**src/rtl/pmem_arbiter_pkg.sv**
```systemverilog
// pmem_arbiter_pkg: shared types for the physical-memory line-port arbiter.
package pmem_arbiter_pkg;
   localparam int PMEM_ADDR_W = 32;
   localparam int PMEM_LINE_W = 256;
   typedef enum logic [1:0] {IDLE, I_BUSY, D_BUSY, DONE} arb_state_t;
   typedef enum logic {REQ_I, REQ_D} arb_req_t;
   typedef struct packed {
      logic                   read;
      logic                   write;
      logic [PMEM_ADDR_W-1:0] address;
      logic [PMEM_LINE_W-1:0] wdata;
   } pmem_cmd_t;
endpackage

```
**src/rtl/pmem_arb_grant.sv**
```systemverilog
// pmem_arb_grant: picks the I- or D-cache winner from the pending bits.
// PMEM_ARB_DCACHE_PRIORITY_EN makes D win every tie instead of alternating.
module pmem_arb_grant
   import pmem_arbiter_pkg::*;
(
   input  logic     pend_i,
   input  logic     pend_d,
   input  arb_req_t last_grant,
   output logic     gnt_valid,
   output arb_req_t gnt
);
   arb_req_t tie;
`ifdef PMEM_ARB_DCACHE_PRIORITY_EN
   assign tie = REQ_D;
`else
   assign tie = (last_grant == REQ_D) ? REQ_I : REQ_D;
`endif
   assign gnt_valid = pend_i | pend_d;
   assign gnt = (pend_i & pend_d) ? tie : (pend_i ? REQ_I : REQ_D);
endmodule

```
**src/rtl/pmem_arbiter.sv**
```systemverilog
// pmem_arbiter: grants the shared line port to one cache at a time and routes the response back.
// Tie-break policy selectable with PMEM_ARB_DCACHE_PRIORITY_EN (default round-robin).
module pmem_arbiter
   import pmem_arbiter_pkg::*;
#(
   parameter int ADDR_W = PMEM_ADDR_W,
   parameter int LINE_W = PMEM_LINE_W
) (
   input  logic              clk,
   input  logic              rst,
   input  logic              i_pmem_read,
   input  logic [ADDR_W-1:0] i_pmem_address,
   output logic [LINE_W-1:0] i_pmem_rdata,
   output logic              i_pmem_resp,
   input  logic              d_pmem_read,
   input  logic              d_pmem_write,
   input  logic [ADDR_W-1:0] d_pmem_address,
   input  logic [LINE_W-1:0] d_pmem_wdata,
   output logic [LINE_W-1:0] d_pmem_rdata,
   output logic              d_pmem_resp,
   output logic              arb_pmem_read,
   output logic              arb_pmem_write,
   output logic [ADDR_W-1:0] arb_pmem_address,
   output logic [LINE_W-1:0] arb_pmem_wdata,
   input  logic [LINE_W-1:0] arb_pmem_rdata,
   input  logic              arb_pmem_resp,
   output logic              arb_busy
);
   arb_state_t state_q, state_d;
   arb_req_t   last_q, last_d, gnt;
   pmem_cmd_t  cmd_q, cmd_d;
   logic       gnt_valid;

   pmem_arb_grant u_grant (
      .pend_i     (i_pmem_read),
      .pend_d     (d_pmem_read | d_pmem_write),
      .last_grant (last_q),
      .gnt_valid  (gnt_valid),
      .gnt        (gnt)
   );

   always_comb begin
      state_d = state_q;
      last_d  = last_q;
      cmd_d   = cmd_q;
      case (state_q)
         IDLE: if (gnt_valid) begin
            state_d       = (gnt == REQ_I) ? I_BUSY : D_BUSY;
            cmd_d.write   = (gnt == REQ_D) & d_pmem_write;
            cmd_d.read    = ~cmd_d.write;
            cmd_d.address = (gnt == REQ_I) ? i_pmem_address : d_pmem_address;
            cmd_d.wdata   = cmd_d.write ? d_pmem_wdata : '0;
         end
         I_BUSY, D_BUSY: if (arb_pmem_resp) begin
            state_d = DONE;
            last_d  = (state_q == I_BUSY) ? REQ_I : REQ_D;
            cmd_d   = '0;
         end
         default: state_d = IDLE;
      endcase
   end

   always_ff @(posedge clk or negedge rst) begin
      if (!rst) begin
         state_q <= IDLE;
         last_q  <= REQ_D;
         cmd_q   <= '0;
      end else begin
         state_q <= state_d;
         last_q  <= last_d;
         cmd_q   <= cmd_d;
      end
   end

   // Command register is cleared on response, so the port idles at zero outside a transaction.
   assign arb_pmem_read    = cmd_q.read;
   assign arb_pmem_write   = cmd_q.write;
   assign arb_pmem_address = cmd_q.address;
   assign arb_pmem_wdata   = cmd_q.wdata;
   assign arb_busy         = state_q != IDLE;
   assign i_pmem_resp      = arb_pmem_resp & (state_q == I_BUSY);
   assign d_pmem_resp      = arb_pmem_resp & (state_q == D_BUSY);
   assign i_pmem_rdata     = i_pmem_resp ? arb_pmem_rdata : '0;
   assign d_pmem_rdata     = d_pmem_resp ? arb_pmem_rdata : '0;
endmodule

```
**config.mk**
```make
export PLATFORM = sky130hd
export DESIGN_NAME = pmem_arbiter
export DESIGN_NICKNAME = d
export VERILOG_FILES = /design/src/rtl/pmem_arbiter_pkg.sv /design/src/rtl/pmem_arb_grant.sv /design/src/rtl/pmem_arbiter.sv
export SDC_FILE = /design/constraint.sdc
export NUM_CORES = 1
export LEC_CHECK = 0
export CAP_MARGIN = 40
export CORE_AREA = 4 4 542 544
export CTS_CLUSTER_SIZE = 24
export DETAILED_ROUTE_END_ITERATION = 10
export DIE_AREA = 0 0 546 548
export MAX_ROUTING_LAYER = met4
export PLACE_DENSITY = 0.35
export SYNTH_ARGS = -nofsm -noshare
export SYNTH_HDL_FRONTEND = slang
export SYNTH_SLANG_ARGS = --single-unit
export TNS_END_PERCENT = 100
```
**constraint.sdc**
```tcl
create_clock -name clk -period 2 [get_ports clk]
set_clock_uncertainty 0.2 [all_clocks]
set_input_delay 0.3 -clock clk [delete_from_list [all_inputs] [get_ports clk]]
set_output_delay 0.3 -clock clk [all_outputs]
set_load 0.1 [all_outputs]
```
* Yosys cells after proc, flatten, opt, wreduce, memory -nomap -nowiden
Cells that the tools add are included.
** Cells by class
- Multiplexer cells :: 15
- Equal/unequal tests :: 4
- Bitwise gates (word level) :: 7
- Reductions and logical operators :: 7
** Operators with widths (count)
- $mux W256 :: 3
- $mux W290 :: 2
- $pmux W290 S2 :: 1
- $mux W32 :: 1
- $mux W2 :: 3
- $and A1 B1 Y1 :: 4
- $mux W1 :: 4
- $ne A2 B2 Y1 const B :: 2
- $pmux W2 S2 :: 1
- $reduce_and A2 Y1 :: 2
- $reduce_bool A2 Y1 :: 2
- $reduce_and A3 Y1 :: 1
- $eq A2 B1 Y1 const B :: 1
- $eq A2 B2 Y1 const B :: 1
- $logic_not A2 Y1 :: 1
- $or A1 B1 Y1 :: 2
- $reduce_or A2 Y1 :: 1
- $not A1 Y1 :: 1
** Storage, ports and cells
- Register bits after elaboration :: 293
- Bits of input ports :: 582

* Logic depth before layout (Yosys ltp)
Gate-level depths: netlist (run 1).
- Depth in word-level cells :: 7
- Depth in mapped cells :: 9

* By module
Synthesis (run 1) repeated with hierarchy kept, for this count alone.
** Unflattened totals
- Cell total of the unflattened synthesis :: 1881
- Area, all modules :: 16879.9 sq um
** Modules (own cells, without submodules)
- pmem_arbiter :: cells an instance 1878, area an instance 16864.9 sq um, instances 1
- pmem_arb_grant :: cells an instance 3, area an instance 15.0 sq um, instances 1

* Worst setup path before layout (run 1)
No wires, ideal clock.
- Path kind :: register to output
- Start point :: register state_q[1]
- End point :: output i_pmem_rdata[100]
- Buffers on the path :: 2
- Data required time :: 1.500 ns
- Arrival time :: 1.963 ns
- Path slack :: -0.463 ns
- Stages on the path, launching flop included :: 6
- Cells stage by stage :: dfrtp_1 inv_1 ha_1 clkbuf_1 clkbuf_1 and3_1
** Between the ends
- Word-level cells in the longest chain between the ends :: 3
** RTL lines
- start, declared :: line pmem_arbiter.sv:29 : arb_state_t state_q, state_d;
- start signal, assigned :: line pmem_arbiter.sv:69 : state_q <= state_d;
- $eq A2 B1 Y1 :: line pmem_arbiter.sv:81 : assign i_pmem_resp = arb_pmem_resp & (state_q == I_BUSY);
- $and A1 B1 Y1 :: line pmem_arbiter.sv:81
- $mux W256 :: line pmem_arbiter.sv:83 : assign i_pmem_rdata = i_pmem_resp ? arb_pmem_rdata : '0;
- end, declared :: line pmem_arbiter.sv:13 : output logic [LINE_W-1:0] i_pmem_rdata,
Every way passes these cells.

* Final worst setup path (run 1)
- Start point :: register state_q[0]
- End point :: output d_pmem_rdata[134]
** Between the ends
- Word-level cells in the longest chain between the ends :: 3
** RTL lines
- $eq A2 B2 Y1 :: line pmem_arbiter.sv:82 : assign d_pmem_resp = arb_pmem_resp & (state_q == D_BUSY);
- $and A1 B1 Y1 :: line pmem_arbiter.sv:82
- $mux W256 :: line pmem_arbiter.sv:84 : assign d_pmem_rdata = d_pmem_resp ? arb_pmem_rdata : '0;
- end, declared :: line pmem_arbiter.sv:19 : output logic [LINE_W-1:0] d_pmem_rdata,
Every way passes these cells.

==> metrics.md, run 1 <==
| Metric | Value |
|---|---|
| Outcome | `complete, but fails checks` |
| Failing checks | `negative setup slack` |
| ANT nets after route | `0` |
| Register area share after synthesis | `0.5044` |
| Startpoint types | `flip-flop` |
| Fin. Hold Viols | `0` |
| Final Non-Filler Cells | `around 6,700` |
| Initial Util | `0.05020` |
| Placed cell count | `roughly 6,500` |
| Lkg Pwr | `roughly 18 nW` |
| Slew headroom | `0.6464` |
| Setup ws final | `-0.7340 ns` |
| First-pass GRT wire length | `~220 mm` |
| Final critical-path required period | `about 2.7 ns` |
| Top Ports | `1,387` |
| Final setup violation count | `807` |
| Drt pass-1 iters | `5` |
| Ys Warns | `0` |
| Placed Area | `approximately 44,000 µm²` |
| Fill cells | `around 32,000` |
| PwrDens | `1680 nW/µm²` |
| CTS sink cnt | `293` |
| H-tree depth | `2` |
| Area delta synth->final | `222.1%` |
| Wire per inst | `between 20 and 30 µm` |
| Setup CP Type | `reg -> out` |
| Area of the multi-input gates | `a little under 9000 µm²` |
| Initial antenna violation count | `87` |
| CP peak stage delay | `between 0.3 and 0.4 ns` |
| Port bufs | `1,386` |
| Slew of the pin with the lowest slew margin | `between 0.5 and 0.6 ns` |
| Core box area | `~290,000 µm²` |
| Crit-path cells | `inv_2 -> buf_6 -> ha_4 -> buf_12 -> buf_12 -> and3_4 -> buf_12` |
| DR iter-0 viols | `861` |
| Share of cells above drive strength 1 | `0.5580` |
| Leading post-synthesis cells by cell area | `dfrtp_1 50%, and3_1 22%, a22o_1 16%` |
| RSZ-0062 raised after global routing | `true` |
| Clk buf depth | `3` |
| Gp weighted congestion | `0.9143` |
| Largest net degree at the start of global routing | `61` |
| Worst EP required | `around 1.5 ns` |
| FMAX | `about 370 MHz` |
| Pwr Total | `0.07868 W` |
| DRC | `0` |
| Hold Path Class | `in -> async` |
| Die X | `approximately 550 µm` |
| Crit path max fanout | `25` |
| CP arrival | `roughly 2.2 ns` |
| Critical Path End Type | `primary output` |
| Final period util | `1.367` |
| Reg2reg start | `state_q[1]` |
| Net count after synthesis | `about 2,000` |
| Synth Register Bits | `~290` |
| Synth unique cells | `30` |
| Max-cap violations | `0` |
| CTS tree | `done` |
| Mapped Area | `roughly 15,000 µm²` |
| Peak VDD IR | `0.9817 mV` |
| Total gr overflow | `0` |
| Critical Path Start | `state_q[0]` |
| Total track usage | `0.1167` |
| Reg2Reg Setup Slack | `-0.52 ns` |
| Critical path's most frequent cell | `buf_12` |
| Critical-path cell with the highest stage delay | `dfrtp_1` |
| Synthesized instance count | `around 1,400` |
| Die ar. | `299,200 µm²` |
| Vias in the first global route | `approximately 20,000` |
| Design area | `about 47,000 µm²` |
| Yosys top cell by area | `dfrtp_1` |
| Cell row count | `around 200` |
| Via count | `18,460` |
| Sequential cell area | `roughly 7300 µm²` |
| Slew Viols, Final | `0` |
| Avg Vias per Cell | `about 2.8` |
| Post-DP HPWL | `roughly 160 mm` |
| Clock root buffer | `clkbuf_16` |
| Top-area cell type share of the netlist area | `0.5026` |
| Clk slew on worst S/H paths | `roughly 0.06 ns` |
| Clock Latency Late Sink | `~0.55 ns` |
| Syn Area/Cell | `~11 µm²` |
| Final WL | `179.9 mm` |
| NumNets Final | `around 3,400` |
| Die Ht | `~550 µm` |
| Inserted Clock Buffers | `37` |
[state kept, by name, summed over array words and instances, names as in the netlist]
signal and cells:
arb_pmem_address 32, state_q 2, arb_pmem_write 1, arb_pmem_read 1, last_q 1, arb_pmem_wdata 256
[what timing repair did]
item	4_1_cts	5_1_grt
hold endpoints to repair	281	0
pin swaps	15	5
hold buffers	1	0
setup buffers	11	12
resized for setup	66	93
gates cloned	7	12
endpoints found under the setup margin	799	807
[cells in the final DEF, fill, tap and decap left out, types with 9 or more instances in the layout]
| cell | n |
|---|---|
| clkbuf_16 | 50 |
| a22o_1 | 258 |
| dfrtp_1 | 292 |
| buf_12 | 856 |
| and3_2 | 45 |
| clkdlybuf4s50_1 | 579 |
| buf_8 | 11 |
| buf_4 | 103 |
| buf_6 | 19 |
| mux2i_1 | 32 |
| buf_16 | 9 |
| nand2_1 | 34 |
| clkbuf_1 | 9 |
| diode_2 | 38 |
| o21ai_1 | 30 |
| and3_4 | 459 |
[area by class of cell]
type	instances	share of cell area
Antenna cell	38	0.002031
Clock buffer	56	0.02392
Clock inverter	12	0.003314
Inverter	3	0.0003207
Multi-Input combinational cell	889	0.1851
Sequential cell	293	0.1566
Tap cell	3800	0.1015
Timing Repair Buffer	1591	0.5272
[kinds of logic after synthesis]
| logic type | share of synthesized area |
|---|---|
| AO/OA/AOI/OAI | 0.1713 |
| adder cells (fa/ha/maj) | 0.003443 |
| buffers and inverters | 0.06593 |
| flip-flops | 0.5044 |
| multiplexers | 0.02203 |
| AND/OR/NAND/NOR | 0.2329 |
[stage by stage]
step / utilization / TNS (ns) / hold slack, ns / setup WS (ns)
floorplan: - / -85.92 / -0.1956 / -0.2273
global placement: 0.1523 / -205.78 / 0.09762 / -0.5629
detailed placement: 0.1523 / -214.36 / 0.1022 / -0.6001
CTS: 0.1588 / -494.82 / 0.02903 / -0.8628
global route: 0.1617 / -556.11 / 0.06129 / -0.8697
finish: 0.1617 / -458.85 / 0.08018 / -0.7340
[cells in the mapped netlist]
| cell | count |
|---|---|
| o21ai_1 | 30 |
| a21o_1 | 2 |
| inv_1 | 3 |
| o21ai_0 | 2 |
| buf_2 | 13 |
| ha_1 | 4 |
| nor2_1 | 2 |
| a21boi_0 | 1 |
| a21oi_1 | 1 |
| a31oi_1 | 1 |
| clkbuf_1 | 131 |
| o211ai_2 | 1 |
| buf_1 | 2 |
| a22o_1 | 258 |
| nand2_1 | 34 |
| and3_1 | 512 |
| or2_2 | 1 |
| nor3b_2 | 1 |
| o21ai_2 | 1 |
| buf_6 | 30 |
| dfstp_2 | 1 |
| mux2i_1 | 32 |
| nand2b_1 | 1 |
| buf_8 | 2 |
| or4b_1 | 1 |
| o31ai_1 | 1 |
| and2_1 | 2 |
| o21bai_1 | 1 |
| dfrtp_1 | 292 |
| buf_4 | 2 |
[layer usage]
layer	GRT usage	vias up	routed length, µm	share of wire
met2	0.2032	1039	91040	0.51
li1	-	8119	-	-
met1	0.1320	9181	71880	0.40
met5	-	-	0	0
met4	0.02168	0	3493	0.019
met3	0.03640	117	13440	0.075
[critical path: cells and delay by family, from the launching register on]
family | cells | cell delay [ns]
flops | 1 | 0.39
simple gates | 1 | 0.27
buf+inv | 5 | 0.74
fa+ha+maj | 1 | 0.22
[worst paths after layout]
| path | end | depth (start not counted) |
|---|---|---|
| setup / recovery | d_pmem_rdata[134] | 7 |
| hold / removal | arb_pmem_wdata[98] | 2 |
| setup reg to reg | arb_pmem_wdata[13] | 10 |
| hold reg to reg | arb_pmem_address[15] | 2 |
| max in group asynchronous | arb_pmem_wdata[188] | 3 |
| min in group clk | arb_pmem_wdata[207] | 2 |
[power by group]
part	internal (W)	switching [W]	leakage, nW
clock	0.00428	0.00295	0.632
sequential	0.00801	0.00252	4.00
combinational	0.0222	0.0387	13.8
No activity file was read; power rests on OpenSTA's default activity.
==> run 2: changes to the inputs <==
RECOVER_POWER = 25   (was not set)
==> metrics.md, run 2 (same netlist as run 1, synthesis figures left out) <==
| Metric | Value |
|---|---|
| FMAX | `363.0 MHz (-0.76%)` |
| Worst EP required | `1.50 ns (about the same)` |
| ANT nets after route | `0 (unchanged)` |
| Combinational fraction of design power | `0.774 (about the same)` |
| Total gr overflow | `0 (unchanged)` |
| Critical path's most frequent cell | `buf_12` |
| PwrDens | `1682 nW/µm² (+0.11%)` |
| Slew headroom | `0.3829 (-0.2635)` |
| Lkg Pwr | `18.42 nW (-0.20%)` |
| Top Ports | `1,387 (unchanged)` |
| Vias in the first global route | `19,800 (unchanged)` |
| CP top delay family | `buffers and inverters` |
| DR iter-0 viols | `878 (+2.0%)` |
| Setup CP Type | `reg -> out` |
| Placed cell count | `6,535 (unchanged)` |
| Drt pass-1 iters | `5 (unchanged)` |
| Final Non-Filler Cells | `6,682 (unchanged)` |
| Wire per inst | `26.93 µm (about the same)` |
| Slew of the pin with the lowest slew margin | `0.9257 ns (+0.3953 ns)` |
| Failing checks | `negative setup slack` |
| Critical Path Start | `state_q[0]` |
| Outcome | `complete, but fails checks` |
| Most frequent cells in the layout | `853 x buf_12, 579 x clkdlybuf4s50_1, 459 x and3_4` |
| Avg Vias per Cell | `2.767 (+0.19%)` |
| WP buf/inv | `5 (unchanged)` |
| Gp weighted congestion | `0.9143 (unchanged)` |
| Final critical-path required period | `2.755 ns (+0.02099 ns)` |
| CP endpoint | `d_pmem_rdata[134]` |
| Via count | `18,490 (+0.19%)` |
| Max-cap violations | `0 (unchanged)` |
| Final period util | `1.377 (+0.01050)` |
| Slew Viols, Final | `0 (unchanged)` |
| Die Ht | `548 µm (unchanged)` |
| Largest net degree at the start of global routing | `61 (unchanged)` |
| Area of the multi-input gates | `8665 µm² (unchanged)` |
| Die ar. | `299,200 µm² (unchanged)` |
| Area delta synth->final | `221.6%` |
| Fill cells | `31,850 (+0.038%)` |
| Max reg flops | `256 (unchanged)` |
| Hold Crit Depth | `2` |
| Startpoint types | `flip-flop` |
| Port bufs | `1,386 (unchanged)` |
| Reg2Reg Setup Slack | `-0.52 ns (about the same)` |
| CTS sink cnt | `293 (unchanged)` |
| Core box area | `289,600 µm² (unchanged)` |
| Share of cells above drive strength 1 | `0.5563 (-0.001758)` |
| NumNets Final | `3,401 (unchanged)` |
| Clk slew on worst S/H paths | `0.07 ns (about the same)` |
| Power Internal | `0.03444 W (about the same)` |
| Clock Latency Late Sink | `0.55 ns (about the same)` |
| Die X | `546 µm (unchanged)` |
| CP Depth | `7 (unchanged)` |
| Fin. Hold Viols | `0 (unchanged)` |
| Reg2reg start | `state_q[1]` |
| Reg-to-reg endpoint | `arb_pmem_wdata[13]` |
| Total track usage | `0.1167 (unchanged)` |
| CP arrival | `2.25 ns (+0.02 ns)` |
| Clock root buffer | `clkbuf_16` |
| DRC | `0 (unchanged)` |
| Minimum hold slack | `0.1147 ns (+0.03453 ns)` |
| Final WL | `179.9 mm (about the same)` |
| Initial antenna violation count | `87 (unchanged)` |
| Post-DP HPWL | `156.6 mm (unchanged)` |
| H-tree depth | `2 (unchanged)` |
| Net Switching | `0.04420 W (about the same)` |
| CP peak stage delay | `0.39 ns (about the same)` |
| Fraction of power spent switching nets | `0.5620 (about the same)` |
| Cell row count | `198 (unchanged)` |
| Clock power frac | `0.092 (about the same)` |
| Critical Path End Type | `primary output` |
| Reg2Reg Depth | `10 (unchanged)` |
| Critical-path cell with the highest stage delay | `dfrtp_1` |
| CTS tree | `done` |
| Hold Path Class | `in -> reg` |
| Crit path max fanout | `25 (unchanged)` |
| Clk buf depth | `3 (unchanged)` |
| Commonest non-fill, non-tap cell in the layout | `buf_12` |
| Setup ws final | `-0.7550 ns (-0.02099 ns)` |
| First-pass GRT wire length | `224.4 mm (unchanged)` |
| Seq pwr share | `0.134 (about the same)` |
| Crit-path cells | `inv_2 -> buf_6 -> ha_4 -> buf_12 -> buf_12 -> and3_4 -> buf_12` |
| Final setup violation count | `807 (unchanged)` |
| RSZ-0062 raised after global routing | `true` |
| Sequential cell area | `7333 µm² (unchanged)` |
| Inserted Clock Buffers | `37 (unchanged)` |
| Initial Util | `0.05020 (unchanged)` |
| Peak VDD IR | `0.9812 mV (about the same)` |
run 2: worst min path at each step:
| stage | startpoint | to | slack, ns |
|---|---|---|---|
| 2_1_floorplan | rst | arb_pmem_address[0] | -0.20 |
| 3_3_place_gp | rst | arb_pmem_wdata[104] | 0.1 |
| 3_5_place_dp | rst | arb_pmem_wdata[104] | 0.10 |
| 4_1_cts | d_pmem_wdata[207] | arb_pmem_wdata[207] | 0.03 |
| 5_1_grt | d_pmem_wdata[216] | arb_pmem_wdata[216] | 0.06 |
| 6_report | d_pmem_wdata[207] | arb_pmem_wdata[207] | 0.11 |
run 2: routing by layer:
metal,share of wire,GRT usage,vias up
li1,-,-,8111
met1,0.40,0.1320,9208
met2,0.51,0.2032,1055
met3,0.076,0.03640,117
met4,0.019,0.02168,0
met5,0,-,-
run 2: timing repair:
item | 4_1_cts | 5_1_grt
gates cloned | 7 | 12
gates resized for setup | 66 | 93
hold endpoints to repair | 281 | 0
setup endpoints to repair | 799 | 807
buffers inserted | 11 | 12
hold buffers | 1 | 0
pin swaps | 15 | 5
run 2: power groups by stage:
| stage | logic (W) | clock network (W) | registers (W) |
|---|---|---|---|
| floorplan | 0.0204 | 0 | 0.0238 |
| global placement | 0.0590 | 0 | 0.0107 |
| detailed placement | 0.0590 | 0 | 0.0107 |
| CTS | 0.0604 | 0.00762 | 0.0106 |
| global route | 0.0627 | 0.00775 | 0.0108 |
| finish | 0.0609 | 0.00723 | 0.0105 |
run 2: area by class of cell:
| cell class | instances | share of cell area |
|---|---|---|
| timing repair buffer | 1591 | 0.5265 |
| sequential | 293 | 0.1569 |
| clock buffer | 56 | 0.02395 |
| clock inverter | 12 | 0.003319 |
| inverter | 3 | 0.0003212 |
| multi-input combinational | 889 | 0.1853 |
| tap | 3800 | 0.1017 |
| antenna | 38 | 0.002034 |
run 2: through the flow:
stage,setup WS (ns),utilization,setup TNS (ns),power (W),cell area (µm²)
after floorplan,-0.2273,-,-85.92,0.04425,16810
after CTS,-0.8628,0.1588,-494.82,0.07861,45980
after global routing,-0.8697,0.1614,-556.61,0.08119,46740
final,-0.7550,0.1614,-460.90,0.07864,46750
after global placement,-0.5629,0.1523,-205.78,0.06969,44110
after detailed placement,-0.6001,0.1523,-214.36,0.06969,44110
run 2: worst reg2reg max path, stage by stage, from the launching register on:
cell and delay [ns]:
dfrtp_1 0.38, inv_2 0.08, buf_4 0.10, buf_4 0.09, buf_4 0.11, ha_4 0.12
or4b_1 0.50, o211ai_4 0.18, buf_4 0.27, buf_4 0.25, a22o_1 0.18
